==> config.mk <==
export PLATFORM = sky130hd
export DESIGN_NAME = alu_share_ctrl
export DESIGN_NICKNAME = d
export VERILOG_FILES = /design/src/rtl/alu_share_ctrl.sv
export SDC_FILE = /design/constraint.sdc
export NUM_CORES = 1
export LEC_CHECK = 0
export BUFFER_PORTS_ARGS = -buffer_cell sky130_fd_sc_hd__buf_4
export CORE_UTILIZATION = 43
export DETAILED_ROUTE_END_ITERATION = 6
export PLACE_DENSITY_LB_ADDON = 0.12
export REMOVE_ABC_BUFFERS = 1
export SETUP_SLACK_MARGIN = 0.3
export SLEW_MARGIN = 20
export SYNTH_ARGS = -nofsm -noshare
export SYNTH_HDL_FRONTEND = slang
export SYNTH_SLANG_ARGS = --single-unit
==> constraint.sdc <==
create_clock -name CLK -period 2.37 [get_ports CLK]
set_input_delay 0.3555 -clock CLK [delete_from_list [all_inputs] [get_ports CLK]]
set_output_delay 0.3555 -clock CLK [all_outputs]
set_load 0.01 [all_outputs]
==> src/rtl/alu_share_ctrl.sv <==
// Time-shares one ALU between N requesters: round-robin grant, issue, latency wait,
// then a tagged valid/ready response.
module alu_share_ctrl #(
  parameter int N       = 4,
  parameter int WIDTH   = 8,
  parameter int ALU_LAT = 1,
  parameter int MUL_LAT = 2
) (
  input  logic                   CLK,
  input  logic                   RST,
  input  logic [N-1:0]           req_valid,
  output logic [N-1:0]           req_ready,
  input  logic [N*WIDTH-1:0]     req_opa,
  input  logic [N*WIDTH-1:0]     req_opb,
  input  logic [N*4-1:0]         req_cmd,
  input  logic [N-1:0]           req_mode,
  input  logic [N-1:0]           req_cin,
  input  logic [N*2-1:0]         req_inp_valid,
  output logic                   rsp_valid,
  input  logic                   rsp_ready,
  output logic [$clog2(N)-1:0]   rsp_id,
  output logic [2*WIDTH-1:0]     rsp_res,
  output logic [5:0]             rsp_flags,
  output logic                   busy,
  output logic [WIDTH-1:0]       alu_opa,
  output logic [WIDTH-1:0]       alu_opb,
  output logic [3:0]             alu_cmd,
  output logic                   alu_mode,
  output logic                   alu_cin,
  output logic [1:0]             alu_inp_valid,
  output logic                   alu_ce,
  input  logic [2*WIDTH-1:0]     alu_res,
  input  logic                   alu_g,
  input  logic                   alu_l,
  input  logic                   alu_e,
  input  logic                   alu_err,
  input  logic                   alu_cout,
  input  logic                   alu_oflow
);

  localparam int ID_W    = $clog2(N);
  localparam int MAX_LAT = (MUL_LAT > ALU_LAT) ? MUL_LAT : ALU_LAT;
  localparam int CNT_W   = $clog2(MAX_LAT + 1);

  typedef enum logic [1:0] {IDLE, ISSUE, WAIT, RESP} state_t;

  state_t            state, state_nxt;
  logic [ID_W-1:0]   ptr;
  logic [ID_W-1:0]   hold_id;
  logic [CNT_W-1:0]  cnt;
  logic [WIDTH-1:0]  hold_opa, hold_opb;
  logic [3:0]        hold_cmd;
  logic              hold_mode, hold_cin;
  logic [1:0]        hold_iv;

  logic              gnt_found;
  logic [ID_W-1:0]   gnt_id;
  logic [ID_W-1:0]   idx;
  logic              is_mul;
  logic [CNT_W-1:0]  lat_m1;

  // Round-robin search starting at the pointer, wrapping past N-1
  always_comb begin
    gnt_found = 1'b0;
    gnt_id    = '0;
    idx       = '0;
    for (int k = 0; k < N; k++) begin
      idx = ID_W'((int'(ptr) + k) % N);
      if (!gnt_found && req_valid[idx]) begin
        gnt_found = 1'b1;
        gnt_id    = idx;
      end
    end
  end

  assign is_mul = hold_mode && (hold_cmd == 4'd9 || hold_cmd == 4'd10);
  assign lat_m1 = is_mul ? CNT_W'(MUL_LAT - 1) : CNT_W'(ALU_LAT - 1);

  always_comb begin
    state_nxt = state;
    req_ready = '0;
    case (state)
      IDLE: begin
        if (gnt_found) begin
          req_ready[gnt_id] = 1'b1;
          state_nxt         = ISSUE;
        end
      end
      ISSUE: state_nxt = WAIT;
      WAIT:  if (cnt == '0) state_nxt = RESP;
      RESP:  if (rsp_ready) state_nxt = IDLE;
      default: state_nxt = IDLE;
    endcase
  end

  always_ff @(posedge CLK) begin
    if (RST) begin
      state     <= IDLE;
      ptr       <= '0;
      hold_id   <= '0;
      cnt       <= '0;
      hold_opa  <= '0;
      hold_opb  <= '0;
      hold_cmd  <= '0;
      hold_mode <= 1'b0;
      hold_cin  <= 1'b0;
      hold_iv   <= '0;
      rsp_valid <= 1'b0;
      rsp_id    <= '0;
      rsp_res   <= '0;
      rsp_flags <= '0;
    end else begin
      state <= state_nxt;
      case (state)
        IDLE: begin
          if (gnt_found) begin
            hold_opa  <= req_opa[gnt_id*WIDTH +: WIDTH];
            hold_opb  <= req_opb[gnt_id*WIDTH +: WIDTH];
            hold_cmd  <= req_cmd[gnt_id*4 +: 4];
            hold_mode <= req_mode[gnt_id];
            hold_cin  <= req_cin[gnt_id];
            hold_iv   <= req_inp_valid[gnt_id*2 +: 2];
            hold_id   <= gnt_id;
            ptr       <= (int'(gnt_id) == N - 1) ? '0 : gnt_id + 1'b1;
          end
        end
        ISSUE: cnt <= lat_m1;
        WAIT: begin
          if (cnt == '0) begin
            rsp_res   <= alu_res;
            rsp_flags <= {alu_err, alu_oflow, alu_cout, alu_g, alu_l, alu_e};
            rsp_id    <= hold_id;
            rsp_valid <= 1'b1;
          end else begin
            cnt <= cnt - 1'b1;
          end
        end
        RESP: if (rsp_ready) rsp_valid <= 1'b0;
        default: ;
      endcase
    end
  end

  // Holding registers feed the ALU directly, so operands stay put after the op completes
  assign alu_opa       = hold_opa;
  assign alu_opb       = hold_opb;
  assign alu_cmd       = hold_cmd;
  assign alu_mode      = hold_mode;
  assign alu_cin       = hold_cin;
  assign alu_inp_valid = hold_iv;
  assign alu_ce        = (state == ISSUE) || (state == WAIT);
  assign busy          = (state != IDLE);

endmodule

==> flow_summary_export.csv <==
group,metric,value,unit
outcome,outcome,"complete, but fails checks",
outcome,violations,"design-rule violations",
yosys,synthCells,349,
pwr,clockPowerShare,22.0,%
flow_run,maxCapViolCount,0,
sta,rsz0062_at_grt,"yes",
sta,slew_violations,0,
global_route,grt_pass1_vias,3242,
route,wl_per_cell,15.3,um
yosys,synth_cell_types,37,
yosys,synth_seq_cells,57,
pwr,switching_power,1.88,mW
sta,tightest_slew,1040,ps
route,vias,3324,
worst_setup_path,cp-start-kind,"input pin",
sta,fin_crit_sh,87.2,%
cts,h-tree-depth,3,
worst_setup_path,crit_arrival,1710,ps
route,firstDrtPassIters,7,
global_route,antenna_found_initial,0,
pwr,power.internal,3.21,mW
yosys,yosysWarningCount,0,
cells_and_area,final_cell_area,4650,um^2
pwr,power_leakage,2.10,nW
sta,layout_min_cycle_time,2070,ps
cts,cts_tree,"yes",
yosys,avgSynthCellArea,8.36,um^2
route,wl,9.32,mm
sta,finalSetupViolations,0,
die,die_x,84.4,um
die,io_pins,180,
route,dr.first_iter.drc_count,113,
yosys,synth_area,2920,um^2
pwr,power.total,5.09,mW
pwr,p_seq_share,29.5,%
place,io_buffers,179,
cells_and_area,layout-drive-gt1-share,45.8,%
yosys,synth_edf_count,0,
die,num_rows,29,
cts,clkLatencyLatePin,340,ps
sta,clock_skew,6.05,ps
pwr,irDropWorstVdd,497,uV
cts,path_clk_slew,70,ps
route,ant_nets,0,
die,start_util,45.2,%
yosys,yosysSeqAreaShare,39.1,%
cells_and_area,area_delta_synth_final,59.5,%
worst_setup_path,crit_type,"input pin to output pin",
place,routabilityCongestion,0.794,
sta,hold_violations,0,
global_route,grt_max_degree,31,
worst_setup_path,reg2reg_slack,410,ps
global_route,grtUsageTotal,26.1,%
route,vias_per_cell,5.47,
cts,cts_made_buffers,9,
global_route,grt_pass1_wl,14.8,mm
cts,clk_path_buf_depth,2,
die,fp.coreArea,6460,um^2
cells_and_area,n_antenna_cell,0,
min_path,hold_path_class,"input pin to flip-flop",
sta,max-slew-margin-rel,30.9,%
route,drc_errors,8,
sta,setup-tns-final,0,ps
place,dp_hpwl,6.65,mm
die,fp.dieH,84.4,um
yosys,async_reset_ff_share,0,%
pwr,cellPowerDensity,1090,nW/um^2
cts,ctsRootBufferMaster,"clkbuf_8",
pwr,switching_share,37.0,%
worst_setup_path,critPathCaptureType,"output pin",
yosys,synth-main-ff-cell,"dfxtp_1",
place,place_area,4340,um^2
pwr,power_frac_comb,48.6,%
die,die-area,7120,um^2
global_route,grt_overflow,0,
worst_setup_path,required,2010,ps
worst_setup_path,path_max_fanout,25,
cells_and_area,fin_nets,656,
sta,max_freq,484,MHz
cts,cts.sinks,57,
==> flip-flops by register name, indices dropped and copies added (netlist names), 4 cells and up <==
register and count:
alu_opb 8, rsp_flags 6, alu_cmd 4, rsp_res 16, alu_opa 8
==> cell families after synthesis <==
group / Yosys count / synth area share (%)
DFF: 57 / 39.1
buffers and inverters: 37 / 5.49
muxes: 25 / 10.9
and+or+nand+nor: 109 / 16.6
adders and majority gates: 5 / 2.14
xor gates and xnor gates: 1 / 0.300
AOI/OAI and AO/OA: 115 / 25.5
==> metal layers <==
layer  vias to the layer above  wire length [um]  track usage, %
met5                         -                 0               0
met4                         0               318            14.0
met3                        25               725            6.10
met2                       150              4750            47.0
met1                      1537              3530            28.5
li1                       1612                 -               -
==> worst max-delay path, cell delays in order <==
cell      delay (ps)
buf_4            140
nor2b_1          160
buf_4            150
a221oi_4         310
buf_4            350
nor4_2           100
buf_4            150
==> path summary, 6_finish.rpt <==
kind | cells past startpoint | start | to
hold reg to reg | 2 | rsp_id[1] | rsp_id[1]
setup reg to reg | 6 | state[0] | alu_opa[7]
setup / recovery | 7 | req_valid[2] | req_ready[2]
hold / removal | 2 | RST | ptr[0]
==> cell usage after synthesis (6+ instances only) <==
cell / count / area [um^2]
dfxtp_1: 57 / 1140
nand2_1: 56 / 210
a21oi_1: 55 / 275
o21ai_0: 26 / 130
a221o_1: 25 / 250
nand3_1: 24 / 120
clkbuf_1: 19 / 71.3
nor2_1: 14 / 52.6
mux2_4: 10 / 150
inv_1: 9 / 33.8
mux2_2: 8 / 90.1
mux2_1: 6 / 67.6
==> layout by cell type (no fill, tap or decap), types with 8 or more instances in the layout <==
cell / n
a221o_1: 25
nor2_1: 11
nand3_1: 24
o21ai_0: 26
mux2_2: 8
dfxtp_1: 55
mux2_4: 10
clkbuf_8: 10
buf_4: 192
inv_1: 9
nand2_1: 55
a21oi_1: 55
==> timing repair <==
action                     CTS  global route
gates resized for setup      8            10
setup endpoints to repair    5            28
pin swaps                    1             3
hold buffers                 0             0
buffers inserted             2             0
==> layout make-up <==
type	instances	area, um^2
Multi-Input combinational cell	255	1670
Fill cell	514	1800
Tap cell	77	96.3
Clock inverter	5	103
Inverter	10	40.0
Timing Repair Buffer	193	1460
Sequential cell	57	1150
Clock buffer	11	141
==> metrics by stage <==
step	std cells	hold slack, ps	setup slack (ps)	utilization, %
after floorplan	322	425	110	-
after global placement	590	441	264	67.2
after detailed placement	590	447	203	67.2
after CTS	608	240	265	71.5
after global routing	608	252	233	72.1
final	608	251	304	72.1
==> power by group through the flow <==
stage	Combinational [mW]	Sequential [mW]	Clock (mW)
final	2.47	1.50	1.12
after global routing	2.70	1.54	1.19
after CTS	2.44	1.49	1.14
after detailed placement	2.40	1.49	0
after global placement	2.35	1.49	0
after floorplan	1.19	1.59	0
Power figures use the tool's default switching activity.
